--- src/rtl/serial_subtractor.sv ---
// Bit-serial unsigned subtractor (A - B, LSB first) with start/ready/done handshake.
// Optional signed-overflow output enabled by defining SERIAL_SUB_OVERFLOW_EN.
module serial_subtractor #(
  parameter int WIDTH = 8
) (
  input  logic             clk,
  input  logic             rst,
  input  logic             start,
  input  logic [WIDTH-1:0] a,
  input  logic [WIDTH-1:0] b,
  output logic             ready,
  output logic [WIDTH-1:0] diff,
  output logic             borrow,
  output logic             done
`ifdef SERIAL_SUB_OVERFLOW_EN
  ,
  output logic             overflow
`endif
);

  localparam int CW = $clog2(WIDTH);

  typedef enum logic [1:0] {
    IDLE = 2'd0,
    BUSY = 2'd1,
    DONE = 2'd2
  } state_t;

  state_t           state_q, state_d;
  logic [CW-1:0]    cnt_q, cnt_d;
  logic             br_q, br_d;
  logic [WIDTH-1:0] a_sh_q, a_sh_d;
  logic [WIDTH-1:0] b_sh_q, b_sh_d;
  logic [WIDTH-1:0] diff_q, diff_d;
  logic             borrow_q, borrow_d;

  // Single full-subtractor cell working on the current LSBs of the shift registers.
  logic ai, bi, d_bit, br_nxt, last_bit;
  assign ai       = a_sh_q[0];
  assign bi       = b_sh_q[0];
  assign d_bit    = ai ^ bi ^ br_q;
  assign br_nxt   = (~ai & bi) | (~(ai ^ bi) & br_q);
  assign last_bit = (cnt_q == CW'(WIDTH - 1));

`ifdef SERIAL_SUB_OVERFLOW_EN
  logic ovf_q, ovf_d;
  assign overflow = ovf_q;
`endif

  always_ff @(posedge clk or posedge rst) begin
    if (rst) begin
      state_q  <= IDLE;
      cnt_q    <= '0;
      br_q     <= 1'b0;
      a_sh_q   <= '0;
      b_sh_q   <= '0;
      diff_q   <= '0;
      borrow_q <= 1'b0;
`ifdef SERIAL_SUB_OVERFLOW_EN
      ovf_q    <= 1'b0;
`endif
    end else begin
      state_q  <= state_d;
      cnt_q    <= cnt_d;
      br_q     <= br_d;
      a_sh_q   <= a_sh_d;
      b_sh_q   <= b_sh_d;
      diff_q   <= diff_d;
      borrow_q <= borrow_d;
`ifdef SERIAL_SUB_OVERFLOW_EN
      ovf_q    <= ovf_d;
`endif
    end
  end

  always_comb begin
    state_d  = state_q;
    cnt_d    = cnt_q;
    br_d     = br_q;
    a_sh_d   = a_sh_q;
    b_sh_d   = b_sh_q;
    diff_d   = diff_q;
    borrow_d = borrow_q;
`ifdef SERIAL_SUB_OVERFLOW_EN
    ovf_d    = ovf_q;
`endif
    ready    = 1'b0;
    done     = 1'b0;

    unique case (state_q)
      IDLE: begin
        ready = 1'b1;
        if (start) begin
          a_sh_d  = a;
          b_sh_d  = b;
          br_d    = 1'b0;
          cnt_d   = '0;
          state_d = BUSY;
        end
      end
      BUSY: begin
        // diff fills from the MSB side so bit 0 lands at diff[0] after WIDTH shifts.
        diff_d = {d_bit, diff_q[WIDTH-1:1]};
        a_sh_d = a_sh_q >> 1;
        b_sh_d = b_sh_q >> 1;
        br_d   = br_nxt;
        if (last_bit) begin
          cnt_d    = '0;
          borrow_d = br_nxt;
`ifdef SERIAL_SUB_OVERFLOW_EN
          ovf_d    = (ai ^ bi) & (ai ^ d_bit);
`endif
          state_d  = DONE;
        end else begin
          cnt_d = cnt_q + 1'b1;
        end
      end
      DONE: begin
        done    = 1'b1;
        state_d = IDLE;
      end
      default: state_d = IDLE;
    endcase
  end

  assign diff   = diff_q;
  assign borrow = borrow_q;

endmodule

--- config.mk ---
export PLATFORM = sky130hd
export DESIGN_NAME = serial_subtractor
export DESIGN_NICKNAME = d
export VERILOG_FILES = /design/src/rtl/serial_subtractor.sv
export SDC_FILE = /design/constraint.sdc
export NUM_CORES = 1
export LEC_CHECK = 0
export CAP_MARGIN = 25
export CORE_MARGIN = 5
export CORE_UTILIZATION = 50
export DETAILED_ROUTE_END_ITERATION = 12
export GPL_ROUTABILITY_DRIVEN = 0
export GPL_TIMING_DRIVEN = 0
export PLACE_DENSITY = 0.88
export SYNTH_ARGS = -nofsm -noshare
export SYNTH_HDL_FRONTEND = slang
export SYNTH_SLANG_ARGS = --single-unit
--- constraint.sdc ---
create_clock -name clk -period 1.35 [get_ports clk]
set_input_delay 0.405 -clock clk [delete_from_list [all_inputs] [get_ports clk]]
set_output_delay 0.405 -clock clk [all_outputs]
set_load 0.01 [all_outputs]
==> out/results.txt, run 1 <==
Area contributors post-synth -> dfrtp_1, mux2_2, nor4b_1, inv_1, a222oi_1
Die X -> 64.4 um
register bit total from synthesis -> 31
CTS max path bufs -> 2
Antenna diodes -> 0
synth unique cells -> 26
total gr overflow -> 0
Worst EP required -> 0.95 ns
Detail Route Antenna Nets -> 0
met2 WL post-DR -> 2230 um
skew final -> 0.00760 ns
CTS Sinks -> 31
post-synthesis cell count -> 123
Critical Setup Path Class -> reg -> out
PD cells -> 2240 nW/um^2
die area -> 4150 um^2
reg2reg start -> state_q[1]
Avg Cell Area, Syn -> 12.0 um^2
yosys warns -> 0
Hold Path Class -> in -> async
final wirelength -> 4360 um
# setup viols final -> 28
largest net degree at the start of global routing -> 26
total CTS buffers -> 5
Area growth, synth to finish -> 53.3%
Worst Setup Slack, final -> -0.290 ns
Multi-input gate area -> 746 um^2
wire per inst -> 20.6 um
commonest non-fill, non-tap cell in the layout -> dfrtp_1
TritonCTS clock tree -> built
Worst R2R End -> a_sh_q[1]
Slew Limit Fails -> 0
fin nets -> 203
reg-to-reg setup timing slack -> -0.22 ns
unrepaired setup endpoints after global routing -> true
final design area excluding fillers -> 2270 um^2
Core Rows -> 19
share of layout cells above drive strength 1 -> 0.459
total number of vias -> 1,247
DRC Markers -> 0
placed cell count -> 184
dpl hpwl -> 2100 um
cell depth of the worst flop-to-flop path -> 6
first-pass GRT wire length -> 6190 um
Slew headroom -> 0.756
worst slew pin tran -> 0.365 ns
Cell Area, Synth -> 1480 um^2
DP Area -> 1840 um^2
run status -> complete, but fails checks
Max Used Layer -> met4
1st-pass router iterations -> 6
vias per std cell -> 5.88
Period Utilization, post-route -> 1.21
Metal-1 WL -> 1700 um
Reg clk slew, reported paths -> 0.10 ns
critical path endpoint category -> primary output
Die Y -> 64.4 um
total of max-cap violations -> 0
Syn Nets -> 145
Yosys top cell by area -> dfrtp_1
EDFF count, synth -> 0
CTS Root Cell -> clkbuf_4
post-route non-filler standard cell count -> 212
top_reg_cell synth -> dfrtp_1
final-layout fill cell count -> 155
LEAKAGE -> 1.05 nW
ys async rst share -> 1.00
Setup TNS -> -4.08 ns
Initial Utilization -> 0.528
met3 WL -> 277 um
CP Max Fanout -> 3
area of the core -> 2810 um^2
Clk Latency, worst-skew pair -> 0.34 ns
All-Layer GR Usage -> 0.196
Port Buffers -> 29
most frequent cells in the layout -> dfrtp_1, inv_1, clkdlybuf4s50_1
critical path arrival -> 1.23 ns
Register Area -> 776 um^2
initial antenna violation count -> 0
sequential fraction of the synthesis area -> 0.524
IO Pins -> 30
Initial DRC Count -> 124
worst slack, placed -> -0.508 ns
largest vdd supply drop -> 1.22 mV
Tmin final -> 1.64 ns
vias in the first global route -> 1,233
htree depth -> 2
Max Freq -> 610 MHz
failing checks -> setup timing
Synth top area share -> 0.524
Startpoint Class -> register
Fin. Hold Viols -> 0
## synth_stat cells, drive strengths merged, types with 2 or more instances
library cell,number
a211oi,5
a221oi,4
a222oi,5
a22o,3
a32o,2
buf,8
clkbuf,2
dfrtp,31
ha,2
inv,17
mux2,8
nand2b,3
nor2,6
nor2b,7
nor3b,5
nor4b,9
## sequential cells by signal (all words and copies together), names as in the netlist
signal	count
diff	8
b_sh_q	8
state_q	2
borrow	1
cnt_q	3
br_q	1
a_sh_q	8
## worst max-delay path, stage by stage (launching register included)
cell and delay [ns]:
dfrtp_1 0.41, buf_6 0.14, buf_12 0.12, nor2_4 0.10
buf_6 0.11
## layout make-up
| type | count | area share |
|---|---|---|
| well taps | 31 | 0.0171 |
| multi-input cells | 65 | 0.329 |
| inverters | 17 | 0.0281 |
| plain buffers | 10 | 0.0469 |
| clock inverters | 1 | 0.00221 |
| repair buffers | 51 | 0.213 |
| flip-flops and latches | 31 | 0.342 |
| clock buffers | 6 | 0.0226 |
## worst max-delay path by stage
stage                 to  cells after the start  startpoint
6_report           ready                      4  state_q[0]
2_1_floorplan       done                      3  state_q[0]
5_1_grt             done                      4  state_q[1]
3_5_place_dp   b_sh_q[1]                      4       start
3_3_place_gp   a_sh_q[6]                      4       start
4_1_cts             done                      4  state_q[1]
## power by group
| part | switching (mW) | internal [mW] |
|---|---|---|
| clock | 0.336 | 0.241 |
| combinational | 1.30 | 1.59 |
| sequential | 0.252 | 1.37 |
## per-layer routing
metal  track usage  up-vias
li1              -      557
met1         0.256      612
met2         0.314       62
met3        0.0570       16
met4        0.0686        0
met5             0        -
## through the flow
| stage | total power, mW | utilization | hold slack [ns] |
|---|---|---|---|
| floorplan | 2.87 | - | 0.456 |
| global placement | 3.44 | 0.645 | 0.471 |
| detailed placement | 3.54 | 0.655 | 0.487 |
| CTS | 4.51 | 0.752 | 0.322 |
| global route | 5.41 | 0.809 | 0.347 |
| finish | 5.09 | 0.809 | 0.315 |
## what timing repair did
action | in CTS | in global routing
resized for setup | 81 | 19
endpoints found under the setup margin | 19 | 32
buffers inserted | 11 | 7
hold buffers | 0 | 0
pin swaps | 10 | 7
cloned | 2 | 1
## logic make-up (layout without fill, tap and decap cells)
family,after synthesis,after routing,synth area share
simple gates,31,31,0.149
flops,31,31,0.524
compound gates,22,22,0.136
mux,9,9,0.0676
buf+inv,27,85,0.0930
fa+ha+maj,3,3,0.0304
Note: power is estimated with default switching activity, not from simulation.
==> run 2, diff against run 1 <==
==> constraint.sdc (replaced) <==
create_clock -name clk -period 1.35 [get_ports clk]
set_input_delay 0.405 -clock clk [delete_from_list [all_inputs] [get_ports clk]]
set_output_delay 0.405 -clock clk [all_outputs]
set_load 0.05 [all_outputs]
==> out/results.txt, run 2 (synthesis results as in run 1) <==
IO Pins -> 30 (unchanged)
Reg clk slew, reported paths -> 0.09 ns (about the same)
Core Rows -> 19 (unchanged)
total CTS buffers -> 5 (unchanged)
internal power -> 3.39 mW (+5.7%)
final wirelength -> 4560 um (+4.6%)
final-layout fill cell count -> 130 (-16%)
dpl hpwl -> 2270 um (+8.1%)
Period Utilization, post-route -> 1.23 (+0.0119)
net switching power -> 2.45 mW (+30%)
share of layout cells above drive strength 1 -> 0.464 (+0.00512)
Clk Latency, worst-skew pair -> 0.34 ns (about the same)
Tmin final -> 1.66 ns (+0.0161 ns)
Slew Limit Fails -> 0 (unchanged)
Area growth, synth to finish -> 61.0%
area of the core -> 2810 um^2 (unchanged)
DRC Markers -> 0 (unchanged)
PD cells -> 2450 nW/um^2 (+9.1%)
largest vdd supply drop -> 1.89 mV (+55%)
critical path arrival -> 1.25 ns (+0.02 ns)
Die Y -> 64.4 um (unchanged)
total of max-cap violations -> 0 (unchanged)
total gr overflow -> 0 (unchanged)
Max Freq -> 604 MHz (-0.97%)
commonest non-fill, non-tap cell in the layout -> dfrtp_1
unrepaired setup endpoints after global routing -> true
most frequent cells in the layout -> dfrtp_1, buf_6, inv_1, clkdlybuf4s50_1, buf_4
run status -> complete, but fails checks
CTS Root Cell -> clkbuf_4
# setup viols final -> 31 (+11%)
Worst R2R End -> b_sh_q[6]
Reg power frac -> 0.292 (-0.027)
cts hold-fix bufs -> 0 (unchanged)
cell depth of the worst flop-to-flop path -> 6 (unchanged)
clock share of power -> 0.083 (-0.030)
CP Max Fanout -> 3 (unchanged)
reg2reg start -> state_q[1]
worst slew pin tran -> 0.495 ns (+0.130 ns)
die area -> 4150 um^2 (unchanged)
Sw Share -> 0.420 (+0.0487)
vias in the first global route -> 1,337 (+8.4%)
first-pass GRT wire length -> 6710 um (+8.5%)
Initial Utilization -> 0.528 (unchanged)
power after layout -> 5.83 mW (+15%)
largest net degree at the start of global routing -> 23 (-12%)
wire per inst -> 21.7 um (+5.6%)
initial antenna violation count -> 0 (unchanged)
htree depth -> 2 (unchanged)
Initial DRC Count -> 108 (-13%)
total number of vias -> 1,253 (+0.48%)
Worst Setup Slack, final -> -0.306 ns (-0.0161 ns)
Hold Path Class -> in -> async
CTS Sinks -> 31 (unchanged)
worst slack, placed -> -0.733 ns (-0.225 ns)
All-Layer GR Usage -> 0.219 (+0.0223)
Gate power share -> 0.625 (+0.057)
Antenna diodes -> 0 (unchanged)
Critical Setup Path Class -> reg -> out
Die X -> 64.4 um (unchanged)
vias per std cell -> 5.97 (+1.4%)
1st-pass router iterations -> 5 (-1)
critical path endpoint category -> primary output
fin nets -> 202 (-0.49%)
Hold Worst Slack -> 0.381 ns (+0.0663 ns)
CTS max path bufs -> 2 (unchanged)
skew final -> 0.00896 ns (+0.00136 ns)
Worst EP required -> 0.95 ns (about the same)
Startpoint Class -> register
Fin. Hold Viols -> 0 (unchanged)
LEAKAGE -> 1.10 nW (+4.7%)
Port Buffers -> 29 (unchanged)
TritonCTS clock tree -> built
Slew headroom -> 0.670 (-0.0865)
failing checks -> setup timing
Detail Route Antenna Nets -> 0 (unchanged)
reg-to-reg setup timing slack -> -0.19 ns (+0.03 ns)
==> run 2: repair_timing <==
| action | 4_1_cts | 5_1_grt |
|---|---|---|
| endpoints found under the setup margin | 26 | 41 |
| gates resized for setup | 110 | 33 |
| pin swaps | 16 | 10 |
| endpoints found under the hold margin | 0 | 0 |
| gates cloned | 2 | 1 |
| setup buffers | 9 | 10 |
==> run 2: stage by stage <==
stage	utilization	TNS, ns	instances	area (um^2)
final	0.850	-3.95	210	2380
after floorplan	-	-0.0383	123	1490
after CTS	0.772	-3.07	201	2160
after global routing	0.850	-5.23	210	2380
after detailed placement	0.659	-11.86	184	1850
after global placement	0.649	-23.27	183	1820
==> run 2: worst max-delay path, stage by stage, from the launching register on <==
cell and delay [ns]:
dfrtp_2 0.47, clkbuf_16 0.17, nor2b_4 0.12, buf_8 0.15
==> run 2: area by class of cell <==
type                    count  area, um^2  share of cell area
multi-input cells          65         808               0.339
flip-flops and latches     31         777               0.326
repair buffers             51         536               0.225
plain buffers               9         119              0.0499
inverters                  17        63.8              0.0268
clock buffers               6        41.3              0.0173
well taps                  31        38.8              0.0163
==> run 2: how the worst max path moves through the flow <==
stage | end | start | cells past startpoint
2_1_floorplan | done | state_q[0] | 3
6_report | done | state_q[0] | 3
4_1_cts | done | state_q[0] | 4
3_5_place_dp | done | state_q[0] | 4
3_3_place_gp | done | state_q[0] | 4
5_1_grt | done | state_q[0] | 3
==> run 2: layer usage <==
metal  global-route usage  wire [um]  vias up
met5                    0          0        -
met4                0.108        135        0
met3               0.0674        354       15
met2                0.378       2230       60
met1                0.245       1850      625
li1                     -          -      553
==> run 2: power groups by stage <==
stage / Combinational [mW] / Sequential, mW / Clock [mW]
after floorplan: 1.30 / 2.06 / 0
after global placement: 2.34 / 1.60 / 0
after detailed placement: 2.44 / 1.63 / 0
after CTS: 3.02 / 1.62 / 0.485
after global routing: 3.85 / 1.76 / 0.540
final: 3.65 / 1.70 / 0.485
==> run 3, diff against run 2 <==
--- a/config.mk
+++ b/config.mk
@@ -9,7 +9,6 @@
 export CORE_MARGIN = 5
 export CORE_UTILIZATION = 50
 export DETAILED_ROUTE_END_ITERATION = 12
-export GPL_ROUTABILITY_DRIVEN = 0
 export GPL_TIMING_DRIVEN = 0
 export PLACE_DENSITY = 0.88
 export SYNTH_ARGS = -nofsm -noshare
==> results of run 3 <==
Final layout, timing and power as in run 2 (identical DEF).
